### config.mk
export PLATFORM = sky130hd
export DESIGN_NAME = audio_sample_scheduler_flat
export DESIGN_NICKNAME = d
export VERILOG_FILES = /design/src/rtl/audio_pkg.sv /design/src/rtl/audio_sample_scheduler_if.sv /design/src/rtl/sample_tick_gen.sv /design/src/rtl/audio_sample_scheduler.sv /design/src/flat_wrapper.sv
export SDC_FILE = /design/constraint.sdc
export NUM_CORES = 1
export LEC_CHECK = 0
export CAP_MARGIN = 20
export CELL_PAD_IN_SITES_DETAIL_PLACEMENT = 0
export CELL_PAD_IN_SITES_GLOBAL_PLACEMENT = 1
export CORE_ASPECT_RATIO = 1.75
export CORE_MARGIN = 5
export CORE_UTILIZATION = 30
export CTS_CLUSTER_DIAMETER = 80
export CTS_CLUSTER_SIZE = 10
export DETAILED_ROUTE_END_ITERATION = 6
export GPL_ROUTABILITY_DRIVEN = 0
export PLACE_DENSITY = 0.66
export REMOVE_ABC_BUFFERS = 1
export SLEW_MARGIN = 20
export SYNTH_ARGS = -nofsm -noshare
export SYNTH_HDL_FRONTEND = slang
export SYNTH_HIERARCHICAL = 1
export SYNTH_SLANG_ARGS = --single-unit
### constraint.sdc
create_clock -name clk_i -period 3.3 [get_ports clk_i]
set_input_delay 0.99 -clock clk_i [delete_from_list [all_inputs] [get_ports clk_i]]
set_output_delay 0.99 -clock clk_i [all_outputs]
set_load 0.02 [all_outputs]
### src/rtl/audio_pkg.sv
// Shared types and constants for the audio sample scheduler and its
// neighbours: sample format, accumulator format and the scheduler FSM states.
package audio_pkg;

  localparam int SAMPLE_W = 14;
  localparam int ACC_W    = 17;
  localparam int GAIN_W   = 7;
  localparam int GAIN_MAX = 64;

  typedef logic signed [SAMPLE_W-1:0] sample_t;
  typedef logic signed [ACC_W-1:0]    acc_t;

  localparam sample_t SAMPLE_MAX = sample_t'(14'h1FFF);
  localparam sample_t SAMPLE_MIN = sample_t'(14'h2000);

  typedef enum logic [1:0] {
    ST_IDLE,
    ST_GATHER,
    ST_SCALE,
    ST_OUT
  } state_e;

endpackage

### src/rtl/audio_sample_scheduler_if.sv
// Voice handshake and DAC-side sample bus of the audio sample scheduler.
// slave: the scheduler; master: the voices/DAC environment driving it.
interface audio_sample_scheduler_if #(
  parameter int NUM_VOICES = 3
);
  import audio_pkg::*;

  logic                           enable_i;
  logic [NUM_VOICES-1:0]          voice_valid_i;
  logic [SAMPLE_W*NUM_VOICES-1:0] voice_data_i;
  logic [NUM_VOICES-1:0]          voice_ready_o;
  logic                           audio_valid_o;
  sample_t                        audio_o;
  logic                           clip_o;
  logic                           underrun_o;

  modport slave (
    input  enable_i,
    input  voice_valid_i,
    input  voice_data_i,
    output voice_ready_o,
    output audio_valid_o,
    output audio_o,
    output clip_o,
    output underrun_o
  );

  modport master (
    output enable_i,
    output voice_valid_i,
    output voice_data_i,
    input  voice_ready_o,
    input  audio_valid_o,
    input  audio_o,
    input  clip_o,
    input  underrun_o
  );

endinterface

### src/rtl/sample_tick_gen.sv
// Free-running modulo-SAMPLE_DIV counter producing a one-cycle tick on the
// last count. Reusable by any block that needs a fixed-rate strobe.
module sample_tick_gen #(
  parameter int SAMPLE_DIV = 1042
) (
  input  logic clk_i,
  input  logic rst_i,
  output logic tick_o
);

  localparam int CNT_W = (SAMPLE_DIV > 1) ? $clog2(SAMPLE_DIV) : 1;
  localparam logic [CNT_W-1:0] CNT_LAST = CNT_W'(SAMPLE_DIV - 1);

  logic [CNT_W-1:0] cnt_q, cnt_d;

  // Tick on the last count, then wrap to zero.
  always_comb begin
    tick_o = (cnt_q == CNT_LAST);
    cnt_d  = tick_o ? '0 : cnt_q + CNT_W'(1);
  end

  // Counter register.
  always_ff @(posedge clk_i or posedge rst_i) begin
    if (rst_i) cnt_q <= '0;
    else       cnt_q <= cnt_d;
  end

endmodule

### src/rtl/audio_sample_scheduler.sv
// Audio sample scheduler: on each sample tick, visits every voice once in
// ascending order, sums the accepted (or last held) samples, saturates to
// 14 bits, applies the mute stage and strobes the result to the DAC.
// Optional feature macro: SOFT_MUTE_EN (click-free gain ramp instead of a
// hard mute).
module audio_sample_scheduler
  import audio_pkg::*;
#(
  parameter int NUM_VOICES = 3,
  parameter int SAMPLE_DIV = 1042
) (
  input  logic                     clk_i,
  input  logic                     rst_i,
  audio_sample_scheduler_if.slave  bus
);

  localparam int SLOT_W = (NUM_VOICES > 1) ? $clog2(NUM_VOICES) : 1;
  localparam logic [SLOT_W-1:0] LAST_SLOT = SLOT_W'(NUM_VOICES - 1);

  function automatic sample_t saturate(input acc_t a);
    if (a > acc_t'(SAMPLE_MAX))      return SAMPLE_MAX;
    else if (a < acc_t'(SAMPLE_MIN)) return SAMPLE_MIN;
    else                             return sample_t'(a);
  endfunction

  function automatic logic is_clipped(input acc_t a);
    return (a > acc_t'(SAMPLE_MAX)) || (a < acc_t'(SAMPLE_MIN));
  endfunction

`ifdef SOFT_MUTE_EN
  // Gain is in 1/64 units; the shift floors toward -inf, gain 64 is unity.
  function automatic sample_t apply_gain(input sample_t s, input logic [GAIN_W-1:0] g);
    logic signed [SAMPLE_W+GAIN_W:0] p;
    p = s * $signed({1'b0, g});
    return sample_t'(p >>> 6);
  endfunction
`endif

  state_e                state_q, state_d;
  logic [SLOT_W-1:0]     slot_q, slot_d;
  acc_t                  acc_q, acc_d;
  logic                  urun_acc_q, urun_acc_d;
  sample_t               held_q [NUM_VOICES];
  sample_t               held_d [NUM_VOICES];
  sample_t               vdata  [NUM_VOICES];
  sample_t               audio_q, audio_d;
  logic                  audio_valid_q, audio_valid_d;
  logic                  clip_q, clip_d;
  logic                  underrun_q, underrun_d;
  logic [NUM_VOICES-1:0] ready;
  logic                  tick;
  sample_t               sat;
`ifdef SOFT_MUTE_EN
  logic [GAIN_W-1:0]     gain_q, gain_d;
`endif

  sample_tick_gen #(
    .SAMPLE_DIV (SAMPLE_DIV)
  ) u_tick (
    .clk_i  (clk_i),
    .rst_i  (rst_i),
    .tick_o (tick)
  );

  // State register.
  always_ff @(posedge clk_i or posedge rst_i) begin
    if (rst_i) state_q <= ST_IDLE;
    else       state_q <= state_d;
  end

  // Next-state: tick starts a gather pass, one cycle per voice, then scale and output.
  always_comb begin
    state_d = state_q;
    case (state_q)
      ST_IDLE:   if (tick) state_d = ST_GATHER;
      ST_GATHER: if (slot_q == LAST_SLOT) state_d = ST_SCALE;
      ST_SCALE:  state_d = ST_OUT;
      ST_OUT:    state_d = ST_IDLE;
      default:   state_d = ST_IDLE;
    endcase
  end

  // FSM outputs: ready is one-hot on the active slot, independent of valid.
  always_comb begin
    ready = '0;
    if (state_q == ST_GATHER) ready = NUM_VOICES'(1) << slot_q;
  end

  // Unpack the flat voice data bus into per-voice samples.
  always_comb begin
    for (int k = 0; k < NUM_VOICES; k++) vdata[k] = sample_t'(bus.voice_data_i[SAMPLE_W*k +: SAMPLE_W]);
  end

  // Datapath: accumulate per slot, then saturate, mute and register the output sample.
  always_comb begin
    slot_d        = slot_q;
    acc_d         = acc_q;
    urun_acc_d    = urun_acc_q;
    held_d        = held_q;
    audio_d       = audio_q;
    audio_valid_d = 1'b0;
    clip_d        = 1'b0;
    underrun_d    = 1'b0;
    sat           = saturate(acc_q);
`ifdef SOFT_MUTE_EN
    gain_d        = gain_q;
`endif
    case (state_q)
      ST_IDLE: begin
        if (tick) begin
          slot_d     = '0;
          acc_d      = '0;
          urun_acc_d = 1'b0;
        end
      end
      ST_GATHER: begin
        if (bus.voice_valid_i[slot_q]) begin
          acc_d          = acc_q + acc_t'(vdata[slot_q]);
          held_d[slot_q] = vdata[slot_q];
        end else begin
          acc_d      = acc_q + acc_t'(held_q[slot_q]);
          urun_acc_d = 1'b1;
        end
        slot_d = slot_q + SLOT_W'(1);
      end
      ST_SCALE: begin
        clip_d        = is_clipped(acc_q);
        underrun_d    = urun_acc_q;
        audio_valid_d = 1'b1;
`ifdef SOFT_MUTE_EN
        if (bus.enable_i) gain_d = (gain_q == GAIN_W'(GAIN_MAX)) ? gain_q : gain_q + GAIN_W'(1);
        else              gain_d = (gain_q == '0) ? gain_q : gain_q - GAIN_W'(1);
        audio_d = apply_gain(sat, gain_d);
`else
        audio_d = bus.enable_i ? sat : '0;
`endif
      end
      default: ;
    endcase
  end

  // Datapath registers; reset discards any partial sum and pending strobe.
  always_ff @(posedge clk_i or posedge rst_i) begin
    if (rst_i) begin
      slot_q        <= '0;
      acc_q         <= '0;
      urun_acc_q    <= 1'b0;
      for (int k = 0; k < NUM_VOICES; k++) held_q[k] <= '0;
      audio_q       <= '0;
      audio_valid_q <= 1'b0;
      clip_q        <= 1'b0;
      underrun_q    <= 1'b0;
`ifdef SOFT_MUTE_EN
      gain_q        <= '0;
`endif
    end else begin
      slot_q        <= slot_d;
      acc_q         <= acc_d;
      urun_acc_q    <= urun_acc_d;
      held_q        <= held_d;
      audio_q       <= audio_d;
      audio_valid_q <= audio_valid_d;
      clip_q        <= clip_d;
      underrun_q    <= underrun_d;
`ifdef SOFT_MUTE_EN
      gain_q        <= gain_d;
`endif
    end
  end

  assign bus.voice_ready_o = ready;
  assign bus.audio_valid_o = audio_valid_q;
  assign bus.audio_o       = audio_q;
  assign bus.clip_o        = clip_q;
  assign bus.underrun_o    = underrun_q;

endmodule

### src/flat_wrapper.sv
// flat-port wrapper written by rule: the top's interface ports become plain ports
module audio_sample_scheduler_flat import audio_pkg::*;
#(
  parameter int NUM_VOICES = 3,
  parameter int SAMPLE_DIV = 1042
)
  (clk_i, rst_i, bus_enable_i, bus_voice_valid_i, bus_voice_data_i, bus_voice_ready_o, bus_audio_valid_o, bus_audio_o, bus_clip_o, bus_underrun_o);
  audio_sample_scheduler_if #(.NUM_VOICES(NUM_VOICES)) bus_i ();
  input  logic clk_i;
  input  logic rst_i;
  input wire logic [$bits(bus_i.enable_i)-1:0] bus_enable_i;
  input wire logic [$bits(bus_i.voice_valid_i)-1:0] bus_voice_valid_i;
  input wire logic [$bits(bus_i.voice_data_i)-1:0] bus_voice_data_i;
  output wire logic [$bits(bus_i.voice_ready_o)-1:0] bus_voice_ready_o;
  output wire logic [$bits(bus_i.audio_valid_o)-1:0] bus_audio_valid_o;
  output wire logic [$bits(bus_i.audio_o)-1:0] bus_audio_o;
  output wire logic [$bits(bus_i.clip_o)-1:0] bus_clip_o;
  output wire logic [$bits(bus_i.underrun_o)-1:0] bus_underrun_o;
  assign bus_i.enable_i = bus_enable_i;
  assign bus_i.voice_valid_i = bus_voice_valid_i;
  assign bus_i.voice_data_i = bus_voice_data_i;
  assign bus_voice_ready_o = bus_i.voice_ready_o;
  assign bus_audio_valid_o = bus_i.audio_valid_o;
  assign bus_audio_o = bus_i.audio_o;
  assign bus_clip_o = bus_i.clip_o;
  assign bus_underrun_o = bus_i.underrun_o;
  audio_sample_scheduler #(.NUM_VOICES(NUM_VOICES), .SAMPLE_DIV(SAMPLE_DIV)) u_core (.clk_i(clk_i), .rst_i(rst_i), .bus(bus_i));
endmodule
**Word level (Yosys, flattened, before mapping)**

Index checks and enable logic that the tools add are counted.

- Bits in registers: 92
- Bits of input ports: 48

- Add/subtract/negate cells: 4
- Magnitude comparators: 5
- Equal/unequal tests: 8
- Shifts and indexed selects: 1
- Mux-type cells: 30
- Bitwise gates (word level): 1
- Reduce and logical (&&, ||, !) cells: 8

Operators by type and width:

| kind | count |
|---|---|
| 2-to-1 mux 14 bit | 8 |
| binary-select mux 14 bit (select 2 bit) | 2 |
| bitwise mux 42 bit | 1 |
| adder 17 x 14 -> 17 bit | 2 |
| 2-to-1 mux 17 bit | 2 |
| case mux 17 bit (2 select lines) | 1 |
| demux 14 bit (select 2 bit) | 1 |
| > comparator 17 x 14 -> 1 bit, second input constant | 1 |
| less-than comparator 17 x 14 -> 1 bit, second input constant | 1 |
| adder 11 x 1 -> 11 bit, second input constant | 1 |
| == test 11 bit, second input constant | 1 |
| 2-to-1 mux 11 bit | 1 |
| case mux 2 bit (4 select lines) | 1 |
| == test 2 bit, second input constant | 3 |
| 2-to-1 mux 1 bit | 6 |
| 2-to-1 mux 2 bit | 3 |
| AND reduction 2 bit | 3 |
| != test 2 x 1 -> 1 bit, second input constant | 2 |
| case mux 2 bit (2 select lines) | 1 |
| >= comparator 3 bit, second input constant | 1 |
| less-than comparator 2 x 3 -> 1 bit, second input constant | 1 |
| less-than comparator 3 x 1 -> 1 bit, second input constant | 1 |
| 2-to-1 mux 3 bit | 1 |
| inverter 2 -> 3 bit | 1 |
| 11 further kinds | 11 |

**Longest topological paths before layout**

- Depth in word-level cells: 7
- Depth in mapped cells: 16
- Gate-level depth less buffers: 13

**Cells and area by module**

Netlist, hierarchy kept.

By module, submodules not included:

| module | times used | cells each | area each (um^2) |
|---|---|---|---|
| audio_sample_scheduler | 1 | 492 | 4,531.8 |
| sample_tick_gen | 1 | 48 | 520.5 |

**Least setup slack after synthesis**

Ideal clock, no wire load.

- Kind: in2reg
- From: in bus_voice_valid_i[2]
- To: reg u_core.acc_q[16]
- Arrival: 3.818 ns
- Required time: 3.220 ns
- Setup slack: -0.599 ns
- Stages on the path: 14
- Buffers on the path: 2
- Cell sequence: mux2i_1 o2bb2ai_2 buf_2 buf_1 a21oi_1 ha_1 fa_1 a211oi_1 o21a_1 a211oi_1 o2111a_1 or3_1 and2_1 o211ai_2

- Longest elaborated chain between the ends: 4

Ends and longest elaborated chain:

| what | RTL line | text |
|---|---|---|
| from (decl) | flat_wrapper.sv:12 | `input wire logic [$bits(bus_i.voice_valid_i)-1:0] bus_voice_valid_i;` |
| binary-select mux 1 bit (select 2 bit) | audio_sample_scheduler.sv:117 | `if (bus.voice_valid_i[slot_q]) begin` |
| 2-to-1 mux 1 bit (implied by the code) | audio_sample_scheduler.sv:117 |  |
| 2-to-1 mux 17 bit | audio_sample_scheduler.sv:117 |  |
| case mux 17 bit (2 select lines) | audio_sample_scheduler.sv:108 | `case (state_q)` |
| to (signal assigned) | audio_sample_scheduler.sv:146 | `acc_q <= '0;` |
| to (signal assigned) | audio_sample_scheduler.sv:158 | `acc_q <= acc_d;` |
| to (decl) | audio_sample_scheduler.sv:41 | `acc_t acc_q, acc_d;` |

Every way passes these cells. The select of a mux whose other input is x is not followed.
A chain may end at the register's enable or synchronous reset.

**Worst setup path after layout**

- From: in bus_voice_valid_i[0]
- To: reg u_core.acc_q[15]

The elaborated chain is that of the path after synthesis.

==> impl_metrics.yaml <==
logic_synthesis:
  synth_edf_count: 0
  netlist_instances: 540
  synth_ff_type: "dfrtp_1"
  yosys.area.top_type: "dfrtp_1"
  synth_area_um2: 5050
  ys_seq_area_share_pct: 45.6
  async_flop_share_pct: 100
  ys_ff_latch: 92
  synth_top_area_share_pct: 45.6
  synth_area_leaders: "dfrtp_1 (46%), a21oi_1 (8.3%), ha_1 (6.2%)"
  syn_area_per_cell_um2: 9.36
  ys_types: 50
  ys_warn_count: 6
layout:
  mostFrequentLayoutCells: "dfrtp_1 (92), nor2_1 (80), buf_4 (70), a21oi_1 (66), clkdlybuf4s50_1 (54)"
  syn_to_final_growth_pct: 40.3
  nets: 741
  fillers: 1585
  diodes: 0
  multi_input_area_um2: 2790
  design_area_um2: 7090
  stdcell_count: 896
  final_common_cell: "dfrtp_1"
  drive_gt1_share_pct: 25.0
  seqCellArea_um2: 2300
timing:
  setup_violations: 3
  worst_pin_slew_ps: 937
  hold_ws_ps: 508
  min_period_ps: 3360
  setup_ws_ps: -60.2
  hold_viol: 0
  final.setup_skew_ps: 6.06
  finalCritPeriodShare_pct: 102
  fmax_mhz: 298
  max_slew_margin_pct: 37.3
  rsz0062_at_grt: "true"
  slew_viol_final: 0
critical_path:
  worst-endpoint-arrival_ps: 3580
  r2r_cells: 14
  worstSetupPathType: "input pin to register"
  rr_startpoint: "u_core/slot_q[1]"
  worstSetupEndpoint: "u_core/acc_q[15]"
  worstSetupStartpointType: "input pin"
  endpoint_kind: "register"
  startpoint: "bus_voice_valid_i[0]"
  worstReg2RegEnd: "u_core/acc_q[15]"
  r2r_slack_ps: 20
  path_max_fanout: 7
  worstPathRequired_ps: 3520
floorplanning:
  die_w_um: 108
  fp.dieH_um: 182
  core_um2: 16500
  std_cell_rows: 62
  dieArea_um2: 19600
  start_util_pct: 30.6
  ioPinCount: 68
clock_network:
  tritoncts: "built"
  insertion_delay_ps: 340
  clockBufferDepth: 2
  htree_num_levels: 3
  cts_root_buf: "clkbuf_16"
  clkSinkCount: 92
  numCtsBuffers: 9
  cts_hold_buf: 0
  clkTransAtPathRegs_ps: 60
placed_design:
  io_buffer_count: 67
  dpl.hpwl_um: 10300
  placed_area_um2: 6410
  dp_cells: 867
  dp_worst_setup_slack_ps: -982
power:
  power.density_nw_per_um2: 363
  internal-power_mw: 1.99
  p_comb_share_pct: 13.4
  swShare_pct: 22.6
  switching_power_mw: 0.583
  power_leakage_nw: 3.21
  peakVddDrop_uv: 211
  pwr-share-seq_pct: 43.8
  clkPwrFrac_pct: 42.9
status:
  status: "finished, violations left"
  violations: "setup timing"
grt:
  antenna_found_initial: 0
  grt_max_degree: 82
  grt_overflow_total: 0
  grtUsageTotal_pct: 14.7
  grt_pass1_wl_um: 23100
  grt_pass1_vias: 4594
flow_run:
  drv_cap: 0
route:
  dr.pass1.iters: 4
  via_count: 4421
  ant_nets: 0
  routed_via_density: 4.93
  avgRoutedWirePerCell_um: 15.8
  drcViolationCount: 0
  wl_um: 14100
  drt_iter0_drc: 199
min_path:
  hp-class: "register to register"
-- sequential cells by signal, summed over array words and instances (netlist names) --
signal / flops
u_core/held_q: 42
u_core/acc_q: 17
u_core/bus.audio_o: 14
u_core/u_tick/cnt_q: 11
u_core/slot_q: 2
u_core/state_q: 2
u_core/bus.audio_valid_o: 1
u_core/bus.clip_o: 1
u_core/bus.underrun_o: 1
u_core/urun_acc_q: 1
-- critical path: stages --
cell and delay (ps):
buf_6 90, mux2i_4 160, o2bb2ai_4 150, buf_6 160, a221oi_4 190, a21oi_2 80
ha_1 310, a211oi_2 210, o21bai_1 120, a21oi_2 190, o31a_4 170, a21oi_2 50
or4_1 460, a32o_1 250
-- cells by family after synthesis --
logic type,after synthesis,synth area share [%]
mux,30,6.27
simple gates,147,12.9
fa+ha+maj,26,6.59
flops,92,45.6
buf+inv,55,4.58
compound gates,171,20.9
xor+xnor,19,3.29
-- metal layers --
| metal | global-route usage, % | vias to the layer above | wire length (µm) |
|---|---|---|---|
| met5 | 0 | - | 0 |
| met4 | 6.12 | 0 | 389 |
| met3 | 2.84 | 26 | 550 |
| met2 | 25.9 | 92 | 7300 |
| met1 | 17.1 | 2136 | 5870 |
| li1 | - | 2167 | - |
-- how the worst min path moves through the flow --
stage                                       from                      to  slack (ps)  cells after the start
after global routing      u_core/u_tick/cnt_q[9]  u_core/u_tick/cnt_q[9]         540                      1
after detailed placement  u_core/u_tick/cnt_q[0]  u_core/u_tick/cnt_q[0]         500                      1
after floorplan           u_core/u_tick/cnt_q[0]  u_core/u_tick/cnt_q[0]         460                      1
after global placement    u_core/u_tick/cnt_q[0]  u_core/u_tick/cnt_q[0]         480                      1
final                     u_core/u_tick/cnt_q[0]  u_core/u_tick/cnt_q[0]         510                      1
after CTS                 u_core/u_tick/cnt_q[0]  u_core/u_tick/cnt_q[0]         520                      1
-- power groups by stage --
stage,clock network [mW],logic [mW],registers (mW)
CTS,1.14,0.323,1.13
finish,1.10,0.344,1.13
floorplan,0,0.144,1.15
global placement,0,0.292,1.15
detailed placement,0,0.295,1.15
global route,1.18,0.379,1.13
-- synthesized netlist by cell type, types with 3 or more instances --
| cell | n |
|---|---|
| nor2_1 | 80 |
| nor3_1 | 4 |
| a22o_1 | 3 |
| a21o_1 | 4 |
| xor2_1 | 10 |
| inv_1 | 25 |
| a21oi_2 | 3 |
| a221oi_1 | 13 |
| buf_1 | 4 |
| mux2i_1 | 17 |
| and2_1 | 10 |
| nand3_1 | 8 |
| o31ai_1 | 3 |
| buf_2 | 11 |
| o21ai_0 | 25 |
| a211oi_1 | 4 |
| dfrtp_1 | 92 |
| nand2_1 | 30 |
| a21oi_1 | 84 |
| xnor2_1 | 9 |
| clkbuf_1 | 13 |
| ha_1 | 25 |
| o22ai_1 | 13 |
| mux2_2 | 13 |
-- timing repair --
item / 4_1_cts / 5_1_grt
pin swaps: 39 / 22
setup buffers: 9 / 3
cloned: 1 / 0
gates resized for setup: 65 / 21
setup endpoints to repair: 11 / 9
-- layout make-up --
type,instances,share of cell area [%]
clock buffer,11,3.42
multi-input combinational,393,39.4
clock inverter,5,1.06
timing repair buffer,146,18.4
tap,224,3.95
sequential,92,32.5
inverter,25,1.34
-- per-stage QoR --
step | setup TNS (ps) | util (%) | power (mW)
CTS | -235 | 42.2 | 2.59
global placement | -8450 | 38.8 | 1.44
detailed placement | -8750 | 38.8 | 1.44
floorplan | -13460 | - | 1.29
finish | -126 | 42.9 | 2.58
global route | -504 | 42.9 | 2.69
No activity file was read; power rests on OpenSTA's default activity.
